### src/rtl/cpu_defs_pkg.sv
// Shared definitions for the five-stage CPU decode path.
// Holds default datapath widths, the MIPS-style opcode/funct encodings that the
// decoder recognises, and the ALU operation codes handed to the EX stage.
package cpu_defs_pkg;

    localparam int unsigned DEF_DATA_W  = 32;
    localparam int unsigned DEF_RADDR_W = 5;
    localparam int unsigned DEF_ALUOP_W = 8;

    typedef enum logic [5:0] {
        OP_SPECIAL = 6'h00,
        OP_ANDI    = 6'h0C,
        OP_ORI     = 6'h0D,
        OP_XORI    = 6'h0E,
        OP_LUI     = 6'h0F,
        OP_LW      = 6'h23
    } opcode_e;

    typedef enum logic [5:0] {
        FN_SLL = 6'h00,
        FN_SRL = 6'h02,
        FN_SRA = 6'h03,
        FN_AND = 6'h24,
        FN_OR  = 6'h25,
        FN_XOR = 6'h26,
        FN_NOR = 6'h27
    } funct_e;

    localparam logic [7:0] ALU_NOP = 8'h00;
    localparam logic [7:0] ALU_OR  = 8'h25;
    localparam logic [7:0] ALU_AND = 8'h24;
    localparam logic [7:0] ALU_XOR = 8'h26;
    localparam logic [7:0] ALU_NOR = 8'h27;
    localparam logic [7:0] ALU_SLL = 8'h7C;
    localparam logic [7:0] ALU_SRL = 8'h02;
    localparam logic [7:0] ALU_SRA = 8'h03;
    localparam logic [7:0] ALU_LW  = 8'hE3;

endpackage

### src/rtl/id_stage_if.sv
// ID/EX output bus of the decode stage.
//   out_valid / out_ready : valid/ready handshake towards EX
//   aluop_o, reg1_o, reg2_o, wreg_o, wd_o, is_load_o, illegal_o, pc_o : decoded payload
// master: driven by id_stage; slave: consumed by the EX stage.
interface id_stage_if #(
    parameter int unsigned DATA_W  = 32,
    parameter int unsigned RADDR_W = 5,
    parameter int unsigned ALUOP_W = 8
);
    logic               out_valid;
    logic               out_ready;
    logic [ALUOP_W-1:0] aluop_o;
    logic [DATA_W-1:0]  reg1_o;
    logic [DATA_W-1:0]  reg2_o;
    logic               wreg_o;
    logic [RADDR_W-1:0] wd_o;
    logic               is_load_o;
    logic               illegal_o;
    logic [31:0]        pc_o;

    modport master (
        output out_valid, aluop_o, reg1_o, reg2_o, wreg_o, wd_o, is_load_o, illegal_o, pc_o,
        input  out_ready
    );

    modport slave (
        input  out_valid, aluop_o, reg1_o, reg2_o, wreg_o, wd_o, is_load_o, illegal_o, pc_o,
        output out_ready
    );
endinterface

### src/rtl/id_decode.sv
// Purely combinational instruction decoder.
//   inst_i                    : instruction word
//   aluop_o                   : ALU operation code
//   reg1/2_read_o, _addr_o    : register-file read enables and addresses (rs, rt)
//   imm1_o / imm2_o           : value used for operand 1 / 2 when that port is not read
//   wd_o, wreg_o              : destination register and write enable (0 when wd is $0)
//   is_load_o, illegal_o      : load flag, unrecognised opcode/funct flag
module id_decode
    import cpu_defs_pkg::*;
#(
    parameter int unsigned DATA_W  = DEF_DATA_W,
    parameter int unsigned RADDR_W = DEF_RADDR_W,
    parameter int unsigned ALUOP_W = DEF_ALUOP_W
) (
    input  logic [31:0]        inst_i,
    output logic [ALUOP_W-1:0] aluop_o,
    output logic               reg1_read_o,
    output logic               reg2_read_o,
    output logic [RADDR_W-1:0] reg1_addr_o,
    output logic [RADDR_W-1:0] reg2_addr_o,
    output logic [DATA_W-1:0]  imm1_o,
    output logic [DATA_W-1:0]  imm2_o,
    output logic [RADDR_W-1:0] wd_o,
    output logic               wreg_o,
    output logic               is_load_o,
    output logic               illegal_o
);
    logic [5:0]  op;
    logic [5:0]  funct;
    logic [4:0]  rs, rt, rd, sa;
    logic [15:0] imm;
    logic        wr_en;

    assign op    = inst_i[31:26];
    assign rs    = inst_i[25:21];
    assign rt    = inst_i[20:16];
    assign rd    = inst_i[15:11];
    assign sa    = inst_i[10:6];
    assign funct = inst_i[5:0];
    assign imm   = inst_i[15:0];

    // Addresses are always driven from the instruction fields.
    assign reg1_addr_o = RADDR_W'(rs);
    assign reg2_addr_o = RADDR_W'(rt);

    always_comb begin
        aluop_o     = ALUOP_W'(ALU_NOP);
        reg1_read_o = 1'b0;
        reg2_read_o = 1'b0;
        imm1_o      = '0;
        imm2_o      = '0;
        wd_o        = '0;
        wr_en       = 1'b0;
        is_load_o   = 1'b0;
        illegal_o   = 1'b0;
        case (op)
            OP_ORI, OP_ANDI, OP_XORI: begin
                aluop_o     = (op == OP_ORI)  ? ALUOP_W'(ALU_OR)  :
                              (op == OP_ANDI) ? ALUOP_W'(ALU_AND) : ALUOP_W'(ALU_XOR);
                reg1_read_o = 1'b1;
                imm2_o      = DATA_W'(imm);
                wd_o        = RADDR_W'(rt);
                wr_en       = 1'b1;
            end
            OP_LUI: begin
                aluop_o = ALUOP_W'(ALU_OR);
                imm2_o  = DATA_W'({imm, 16'h0000});
                wd_o    = RADDR_W'(rt);
                wr_en   = 1'b1;
            end
            OP_LW: begin
                aluop_o     = ALUOP_W'(ALU_LW);
                reg1_read_o = 1'b1;
                imm2_o      = {{(DATA_W-16){imm[15]}}, imm};
                wd_o        = RADDR_W'(rt);
                wr_en       = 1'b1;
                is_load_o   = 1'b1;
            end
            OP_SPECIAL: begin
                case (funct)
                    FN_AND, FN_OR, FN_XOR, FN_NOR: begin
                        aluop_o     = (funct == FN_AND) ? ALUOP_W'(ALU_AND) :
                                      (funct == FN_OR)  ? ALUOP_W'(ALU_OR)  :
                                      (funct == FN_XOR) ? ALUOP_W'(ALU_XOR) : ALUOP_W'(ALU_NOR);
                        reg1_read_o = 1'b1;
                        reg2_read_o = 1'b1;
                        wd_o        = RADDR_W'(rd);
                        wr_en       = 1'b1;
                    end
                    FN_SLL, FN_SRL, FN_SRA: begin
                        aluop_o     = (funct == FN_SLL) ? ALUOP_W'(ALU_SLL) :
                                      (funct == FN_SRL) ? ALUOP_W'(ALU_SRL) : ALUOP_W'(ALU_SRA);
                        reg2_read_o = 1'b1;
                        imm1_o      = DATA_W'(sa);
                        wd_o        = RADDR_W'(rd);
                        wr_en       = 1'b1;
                    end
                    default: illegal_o = 1'b1;
                endcase
            end
            default: illegal_o = 1'b1;
        endcase
    end

    // Writes to $0 are suppressed so that 0x00000000 is a true NOP.
    assign wreg_o = wr_en && (wd_o != '0);

endmodule

### src/rtl/id_stage.sv
// Pipelined decode stage between IF/ID and EX.
//   clk, rst (async, active-low)
//   in_valid/in_ready, pc_i, inst_i          : instruction from IF/ID
//   reg1/2_addr_o, reg1/2_read_o, reg1/2_data_i : register-file read ports
//   ex_* / mem_*                             : EX and MEM result bypass
//   flush_i                                  : drop ID instruction and clear the output register
//   out_if (master)                          : registered ID/EX payload with valid/ready
module id_stage
    import cpu_defs_pkg::*;
#(
    parameter int unsigned DATA_W  = DEF_DATA_W,
    parameter int unsigned RADDR_W = DEF_RADDR_W,
    parameter int unsigned ALUOP_W = DEF_ALUOP_W
) (
    input  logic               clk,
    input  logic               rst,
    input  logic               in_valid,
    output logic               in_ready,
    input  logic [31:0]        pc_i,
    input  logic [31:0]        inst_i,
    output logic [RADDR_W-1:0] reg1_addr_o,
    output logic [RADDR_W-1:0] reg2_addr_o,
    output logic               reg1_read_o,
    output logic               reg2_read_o,
    input  logic [DATA_W-1:0]  reg1_data_i,
    input  logic [DATA_W-1:0]  reg2_data_i,
    input  logic               ex_wreg_i,
    input  logic [RADDR_W-1:0] ex_wd_i,
    input  logic [DATA_W-1:0]  ex_wdata_i,
    input  logic               ex_is_load_i,
    input  logic               mem_wreg_i,
    input  logic [RADDR_W-1:0] mem_wd_i,
    input  logic [DATA_W-1:0]  mem_wdata_i,
    input  logic               flush_i,
    id_stage_if.master         out_if
);
    logic [ALUOP_W-1:0] dec_aluop;
    logic               dec_r1, dec_r2;
    logic [RADDR_W-1:0] dec_a1, dec_a2;
    logic [DATA_W-1:0]  dec_imm1, dec_imm2;
    logic [RADDR_W-1:0] dec_wd;
    logic               dec_wreg, dec_load, dec_illegal;

    id_decode #(
        .DATA_W  (DATA_W),
        .RADDR_W (RADDR_W),
        .ALUOP_W (ALUOP_W)
    ) u_decode (
        .inst_i      (inst_i),
        .aluop_o     (dec_aluop),
        .reg1_read_o (dec_r1),
        .reg2_read_o (dec_r2),
        .reg1_addr_o (dec_a1),
        .reg2_addr_o (dec_a2),
        .imm1_o      (dec_imm1),
        .imm2_o      (dec_imm2),
        .wd_o        (dec_wd),
        .wreg_o      (dec_wreg),
        .is_load_o   (dec_load),
        .illegal_o   (dec_illegal)
    );

    assign reg1_addr_o = dec_a1;
    assign reg2_addr_o = dec_a2;
    assign reg1_read_o = dec_r1;
    assign reg2_read_o = dec_r2;

    // Registered ID/EX payload.
    logic               out_valid_q, out_valid_d;
    logic [ALUOP_W-1:0] aluop_q, aluop_d;
    logic [DATA_W-1:0]  reg1_q, reg1_d;
    logic [DATA_W-1:0]  reg2_q, reg2_d;
    logic               wreg_q, wreg_d;
    logic [RADDR_W-1:0] wd_q, wd_d;
    logic               is_load_q, is_load_d;
    logic               illegal_q, illegal_d;
    logic [31:0]        pc_q, pc_d;

    logic [DATA_W-1:0]  opnd1, opnd2;
    logic               stall, advance;

    // Operand select: unread port -> immediate, $0 -> 0, then EX, MEM, register file.
    always_comb begin
        if (!dec_r1)                             opnd1 = dec_imm1;
        else if (dec_a1 == '0)                   opnd1 = '0;
        else if (ex_wreg_i && ex_wd_i == dec_a1)   opnd1 = ex_wdata_i;
        else if (mem_wreg_i && mem_wd_i == dec_a1) opnd1 = mem_wdata_i;
        else                                     opnd1 = reg1_data_i;

        if (!dec_r2)                             opnd2 = dec_imm2;
        else if (dec_a2 == '0)                   opnd2 = '0;
        else if (ex_wreg_i && ex_wd_i == dec_a2)   opnd2 = ex_wdata_i;
        else if (mem_wreg_i && mem_wd_i == dec_a2) opnd2 = mem_wdata_i;
        else                                     opnd2 = reg2_data_i;
    end

    // A load in EX has no data yet; wait one cycle until it reaches MEM.
    assign stall = ex_is_load_i && ex_wreg_i && (ex_wd_i != '0) &&
                   ((dec_r1 && ex_wd_i == dec_a1) || (dec_r2 && ex_wd_i == dec_a2));

    assign advance  = !out_valid_q || out_if.out_ready;
    // During a flush the ID instruction is consumed (and dropped) regardless of stall.
    assign in_ready = rst && (flush_i || (advance && !stall));

    always_comb begin
        out_valid_d = out_valid_q;
        aluop_d     = aluop_q;
        reg1_d      = reg1_q;
        reg2_d      = reg2_q;
        wreg_d      = wreg_q;
        wd_d        = wd_q;
        is_load_d   = is_load_q;
        illegal_d   = illegal_q;
        pc_d        = pc_q;
        if (flush_i) begin
            out_valid_d = 1'b0;
        end else if (advance) begin
            // Empty input or stall leaves a bubble.
            out_valid_d = in_valid && !stall;
            if (in_valid && !stall) begin
                aluop_d   = dec_aluop;
                reg1_d    = opnd1;
                reg2_d    = opnd2;
                wreg_d    = dec_wreg;
                wd_d      = dec_wd;
                is_load_d = dec_load;
                illegal_d = dec_illegal;
                pc_d      = pc_i;
            end
        end
    end

    always_ff @(posedge clk or negedge rst) begin
        if (!rst) begin
            out_valid_q <= 1'b0;
            aluop_q     <= '0;
            reg1_q      <= '0;
            reg2_q      <= '0;
            wreg_q      <= 1'b0;
            wd_q        <= '0;
            is_load_q   <= 1'b0;
            illegal_q   <= 1'b0;
            pc_q        <= '0;
        end else begin
            out_valid_q <= out_valid_d;
            aluop_q     <= aluop_d;
            reg1_q      <= reg1_d;
            reg2_q      <= reg2_d;
            wreg_q      <= wreg_d;
            wd_q        <= wd_d;
            is_load_q   <= is_load_d;
            illegal_q   <= illegal_d;
            pc_q        <= pc_d;
        end
    end

    assign out_if.out_valid = out_valid_q;
    assign out_if.aluop_o   = aluop_q;
    assign out_if.reg1_o    = reg1_q;
    assign out_if.reg2_o    = reg2_q;
    assign out_if.wreg_o    = wreg_q;
    assign out_if.wd_o      = wd_q;
    assign out_if.is_load_o = is_load_q;
    assign out_if.illegal_o = illegal_q;
    assign out_if.pc_o      = pc_q;

endmodule

### src/flat_wrapper.sv
// flat-port wrapper written by rule: the top's interface ports become plain ports
module id_stage_flat import cpu_defs_pkg::*;
#(
    parameter int unsigned DATA_W  = DEF_DATA_W,
    parameter int unsigned RADDR_W = DEF_RADDR_W,
    parameter int unsigned ALUOP_W = DEF_ALUOP_W
)
  (clk, rst, in_valid, in_ready, pc_i, inst_i, reg1_addr_o, reg2_addr_o, reg1_read_o, reg2_read_o, reg1_data_i, reg2_data_i, ex_wreg_i, ex_wd_i, ex_wdata_i, ex_is_load_i, mem_wreg_i, mem_wd_i, mem_wdata_i, flush_i, out_if_out_valid, out_if_aluop_o, out_if_reg1_o, out_if_reg2_o, out_if_wreg_o, out_if_wd_o, out_if_is_load_o, out_if_illegal_o, out_if_pc_o, out_if_out_ready);
  id_stage_if #(.DATA_W(DATA_W), .RADDR_W(RADDR_W), .ALUOP_W(ALUOP_W)) out_if_i ();
  input  logic clk;
  input  logic rst;
  input  logic in_valid;
  output logic in_ready;
  input  logic [31:0] pc_i;
  input  logic [31:0] inst_i;
  output logic [RADDR_W-1:0] reg1_addr_o;
  output logic [RADDR_W-1:0] reg2_addr_o;
  output logic reg1_read_o;
  output logic reg2_read_o;
  input  logic [DATA_W-1:0] reg1_data_i;
  input  logic [DATA_W-1:0] reg2_data_i;
  input  logic ex_wreg_i;
  input  logic [RADDR_W-1:0] ex_wd_i;
  input  logic [DATA_W-1:0] ex_wdata_i;
  input  logic ex_is_load_i;
  input  logic mem_wreg_i;
  input  logic [RADDR_W-1:0] mem_wd_i;
  input  logic [DATA_W-1:0] mem_wdata_i;
  input  logic flush_i;
  output wire logic [$bits(out_if_i.out_valid)-1:0] out_if_out_valid;
  output wire logic [$bits(out_if_i.aluop_o)-1:0] out_if_aluop_o;
  output wire logic [$bits(out_if_i.reg1_o)-1:0] out_if_reg1_o;
  output wire logic [$bits(out_if_i.reg2_o)-1:0] out_if_reg2_o;
  output wire logic [$bits(out_if_i.wreg_o)-1:0] out_if_wreg_o;
  output wire logic [$bits(out_if_i.wd_o)-1:0] out_if_wd_o;
  output wire logic [$bits(out_if_i.is_load_o)-1:0] out_if_is_load_o;
  output wire logic [$bits(out_if_i.illegal_o)-1:0] out_if_illegal_o;
  output wire logic [$bits(out_if_i.pc_o)-1:0] out_if_pc_o;
  input wire logic [$bits(out_if_i.out_ready)-1:0] out_if_out_ready;
  assign out_if_out_valid = out_if_i.out_valid;
  assign out_if_aluop_o = out_if_i.aluop_o;
  assign out_if_reg1_o = out_if_i.reg1_o;
  assign out_if_reg2_o = out_if_i.reg2_o;
  assign out_if_wreg_o = out_if_i.wreg_o;
  assign out_if_wd_o = out_if_i.wd_o;
  assign out_if_is_load_o = out_if_i.is_load_o;
  assign out_if_illegal_o = out_if_i.illegal_o;
  assign out_if_pc_o = out_if_i.pc_o;
  assign out_if_i.out_ready = out_if_out_ready;
  id_stage #(.DATA_W(DATA_W), .RADDR_W(RADDR_W), .ALUOP_W(ALUOP_W)) u_core (.clk(clk), .rst(rst), .in_valid(in_valid), .in_ready(in_ready), .pc_i(pc_i), .inst_i(inst_i), .reg1_addr_o(reg1_addr_o), .reg2_addr_o(reg2_addr_o), .reg1_read_o(reg1_read_o), .reg2_read_o(reg2_read_o), .reg1_data_i(reg1_data_i), .reg2_data_i(reg2_data_i), .ex_wreg_i(ex_wreg_i), .ex_wd_i(ex_wd_i), .ex_wdata_i(ex_wdata_i), .ex_is_load_i(ex_is_load_i), .mem_wreg_i(mem_wreg_i), .mem_wd_i(mem_wd_i), .mem_wdata_i(mem_wdata_i), .flush_i(flush_i), .out_if(out_if_i));
endmodule
### config.mk
export PLATFORM = sky130hd
export DESIGN_NAME = id_stage_flat
export DESIGN_NICKNAME = d
export VERILOG_FILES = /design/src/rtl/cpu_defs_pkg.sv /design/src/rtl/id_stage_if.sv /design/src/rtl/id_decode.sv /design/src/rtl/id_stage.sv /design/src/flat_wrapper.sv
export SDC_FILE = /design/constraint.sdc
export NUM_CORES = 1
export LEC_CHECK = 0
export CELL_PAD_IN_SITES_DETAIL_PLACEMENT = 2
export CELL_PAD_IN_SITES_GLOBAL_PLACEMENT = 2
export CORE_MARGIN = 2
export CORE_UTILIZATION = 26
export CTS_BUF_LIST = sky130_fd_sc_hd__clkbuf_8
export CTS_CLUSTER_DIAMETER = 50
export DETAILED_ROUTE_END_ITERATION = 8
export PLACE_DENSITY = 0.94
export REMOVE_ABC_BUFFERS = 1
export SLEW_MARGIN = 20
export SYNTH_ARGS = -nofsm -noshare
export SYNTH_HDL_FRONTEND = slang
export SYNTH_HIERARCHICAL = 1
export SYNTH_SLANG_ARGS = --single-unit
export TNS_END_PERCENT = 10
### constraint.sdc
create_clock -name clk -period 2.8 [get_ports clk]
set_clock_uncertainty 0.15 [all_clocks]
set_input_delay 0.28 -clock clk [delete_from_list [all_inputs] [get_ports clk]]
set_output_delay 0.28 -clock clk [all_outputs]
set_load 0.01 [all_outputs]
==> flow_summary.ini <==
[clocking]
cts_tree = built
path_clk_slew_ps = 90
clk_latency_ps = 460
clockRootBuffer = clkbuf_8
cts_inserted_buffers = 17
cts_buffer_depth = 2
htreeDepth = 4
cts_sinks = 113

[floorplanning]
core_area_mm2 = 0.03147
die_y_um = 182.5
die_x_um = 182.5
start_util_pct = 26.31
die_area_mm2 = 0.03330
num_rows = 65
ios = 336

[synth]
synth.avg_cell_area_um2 = 8.963
yosysWarnings = 6
ys.flop_type = dfrtp_1
syn_area_mm2 = 0.008282
synth_edf_count = 0
yosys.cell_count.top_type = a31oi_1
syn_inst = 924
synthArstFlopShare_pct = 100.0
seq_area_frac_synth_pct = 34.14
synth-seq-cells = 113
synth_top_cell_by_area = dfrtp_1
yosys-top-cells-area = dfrtp_1 34%, a31oi_1 14%, mux2_2 6.5%
synth_top_area_share_pct = 34.14
ys_top_cells_by_count = 187 x a31oi_1, 113 x dfrtp_1, 86 x clkbuf_1, 67 x and3_1, 67 x nand2b_1
netlist-cell-type-count = 49

[drt]
first_pass_iters = 5
wl_per_cell_um = 27.12
final_antenna_net_count = 0
num_vias = 9465
post-route-drc-count = 0
drt-vias-per-instance = 5.685
routed_wl_mm = 45.15
drtIter0Drc = 601

[worst_setup_path]
worstSetupStartpointType = input pin
worst_path_max_delay_cell = clkdlybuf4s50_1
path_cells = clkdlybuf4s50_1 -> nor4_2 -> buf_4 -> nand2_1 -> nor2_4 -> buf_4 -> clkdlybuf4s50_1
endpoint_kind = output port
arrival_ps = 2390
rr_worst_depth = 5
criticalPathCategory = input pin to output port
r2r_setup_slack_ps = 650
r2r_end = u_core/out_if.reg2_o[17]
timing.rr.start = u_core/out_if.out_valid
crit_path_max_incr_delay_ps = 630
cp_data_required_time_ps = 2370
cp_max_fo = 13

[run]
maxCapViolations = 0

[global_route]
grt_pass1_wl_mm = 67.01
antenna_found_initial = 10
first_global_vias = 10690
grt_start_max_net_pins = 114
overflow = 0
gr-usage-all-layers_pct = 26.54

[timing]
setup_ws_ps = -17.62
slew_headroom_pct = 42.66
tightestPinTransition_ps = 860.0
fin_crit_sh_pct = 100.6
max_freq_mhz = 354.9
hold_viol_final = 0
setup-tns-final_ps = -17.62
setup_violations = 1
period_minus_slack_ps = 2818
slew_violations = 0

[outcome]
violations = negative setup slack
status = finished, violations left

[place]
placed_area_mm2 = 0.01234
dp_hpwl_mm = 32.09
portBuffers = 335
dp_cells = 1620
gp_congestion = 0.7925

[power_and_ir_drop]
p_leak_nw = 5.480
powerDensity_mw_per_mm2 = 457.0
ir_drop_mv = 0.2529

[layout]
final_cells = 1665
fill_cells = 3381
area_growth_pct = 55.82
layout-drive-gt1-share_pct = 14.91
nNetsFinal = 1451
fin_area_mm2 = 0.01290

[hold_path]
whs_endpoint = u_core/out_if.pc_o[19]
min_path_type = input pin to flop
hold_depth = 2
min-delay-start = pc_i[19]
power breakdown:
group / internal, mW / switching [mW]
registers: 1.87 / 0.173
logic: 1.03 / 0.903
clock network: 1.07 / 0.854
layout make-up:
class                           count  area, um^2  share of cell area [%]
Multi-Input combinational cell    677        4861                   37.67
Clock buffer                       17       234.0                   1.813
Clock inverter                     15       232.7                   1.803
Sequential cell                   113        2828                   21.91
Tap cell                          402       503.0                   3.898
Antenna cell                        9       22.52                  0.1745
Timing Repair Buffer              413        4153                   32.18
Inverter                           19       71.32                  0.5526
sequential cells by signal, indices dropped and copies added, names as in the netlist:
name / cells
u_core/out_if.out_valid: 1
u_core/out_if.wd_o: 5
u_core/out_if.is_load_o: 1
u_core/out_if.pc_o: 32
u_core/out_if.illegal_o: 1
u_core/out_if.aluop_o: 8
u_core/out_if.reg2_o: 32
u_core/out_if.reg1_o: 32
u_core/out_if.wreg_o: 1
worst max-delay path, delay by kind of cell:
family                 cells  cell delay (ps)
buffers and inverters      4             1490
AND/OR/NAND/NOR            3              620
worst max-delay path by stage:
stage	startpoint	end	cells past startpoint
2_1_floorplan	inst_i[28]	u_core/out_if.aluop_o[0]	6
3_3_place_gp	inst_i[28]	in_ready	9
3_5_place_dp	inst_i[28]	in_ready	9
4_1_cts	inst_i[4]	reg1_read_o	7
5_1_grt	inst_i[30]	in_ready	9
6_report	inst_i[30]	reg2_read_o	7
metal layers:
metal | GRT usage, % | wire length (um) | part of all wire [%]
met1 | 31.04 | 17810 | 39
met2 | 47.35 | 23100 | 51
met3 | 5.169 | 2509 | 5.6
met4 | 11.06 | 1737 | 3.8
met5 | 0 | 0 | 0
cell usage in the layout (no fill, tap or decap), drive strengths merged, types with 3 or more instances in the layout:
master / synthesis / final
clkdlybuf4s50: 0 / 327
clkbuf: 86 / 17
dfrtp: 113 / 113
xor2: 14 / 14
inv: 19 / 21
bufinv: 0 / 5
conb: 1 / 27
o21ai: 7 / 7
o32ai: 7 / 7
a31oi: 187 / 187
buf: 55 / 79
xnor2: 4 / 4
mux2: 48 / 48
clkinv: 0 / 7
or4: 5 / 5
dlymetal6s2s: 0 / 4
nor4: 6 / 6
and2: 8 / 8
nor2: 7 / 7
nand2: 3 / 3
nor3b: 13 / 13
a41oi: 6 / 6
nor3: 6 / 6
a21o: 15 / 15
a21boi: 65 / 65
nand2b: 67 / 67
o31ai: 64 / 64
and3: 67 / 67
nor2b: 30 / 30
diode: 0 / 9
repair_timing:
action | 4_1_cts | 5_1_grt
setup buffers | 2 | 1
resized for setup | 6 | 7
hold buffers | 1 | 0
endpoints found under the hold margin | 113 | 0
pin swaps | 4 | 5
endpoints found under the setup margin | 3 | 4
kinds of logic (layout without fill, tap and decap cells):
kind of cell,count (synthesis),after routing,share of synthesized area (%)
AO/OA/AOI/OAI,361,361,30.13
XOR/XNOR,18,18,1.904
buffers and inverters,160,464,9.790
flip-flops,113,113,34.14
multiplexers,50,50,6.768
other,1,36,0.04528
AND/OR/NAND/NOR,221,221,17.22
through the flow:
step | power, mW | utilization [%] | hold WS [ps] | worst slack (ps)
floorplan | 2.652 | - | -165.6 | -4008
global placement | 3.871 | 39.20 | 300.9 | -185.0
detailed placement | 3.984 | 39.20 | 310.0 | -377.5
CTS | 5.927 | 40.83 | 251.0 | 21.61
global route | 6.142 | 40.99 | 253.4 | -48.02
finish | 5.898 | 41.00 | 276.2 | -17.62
Power figures use the tool's default switching activity.
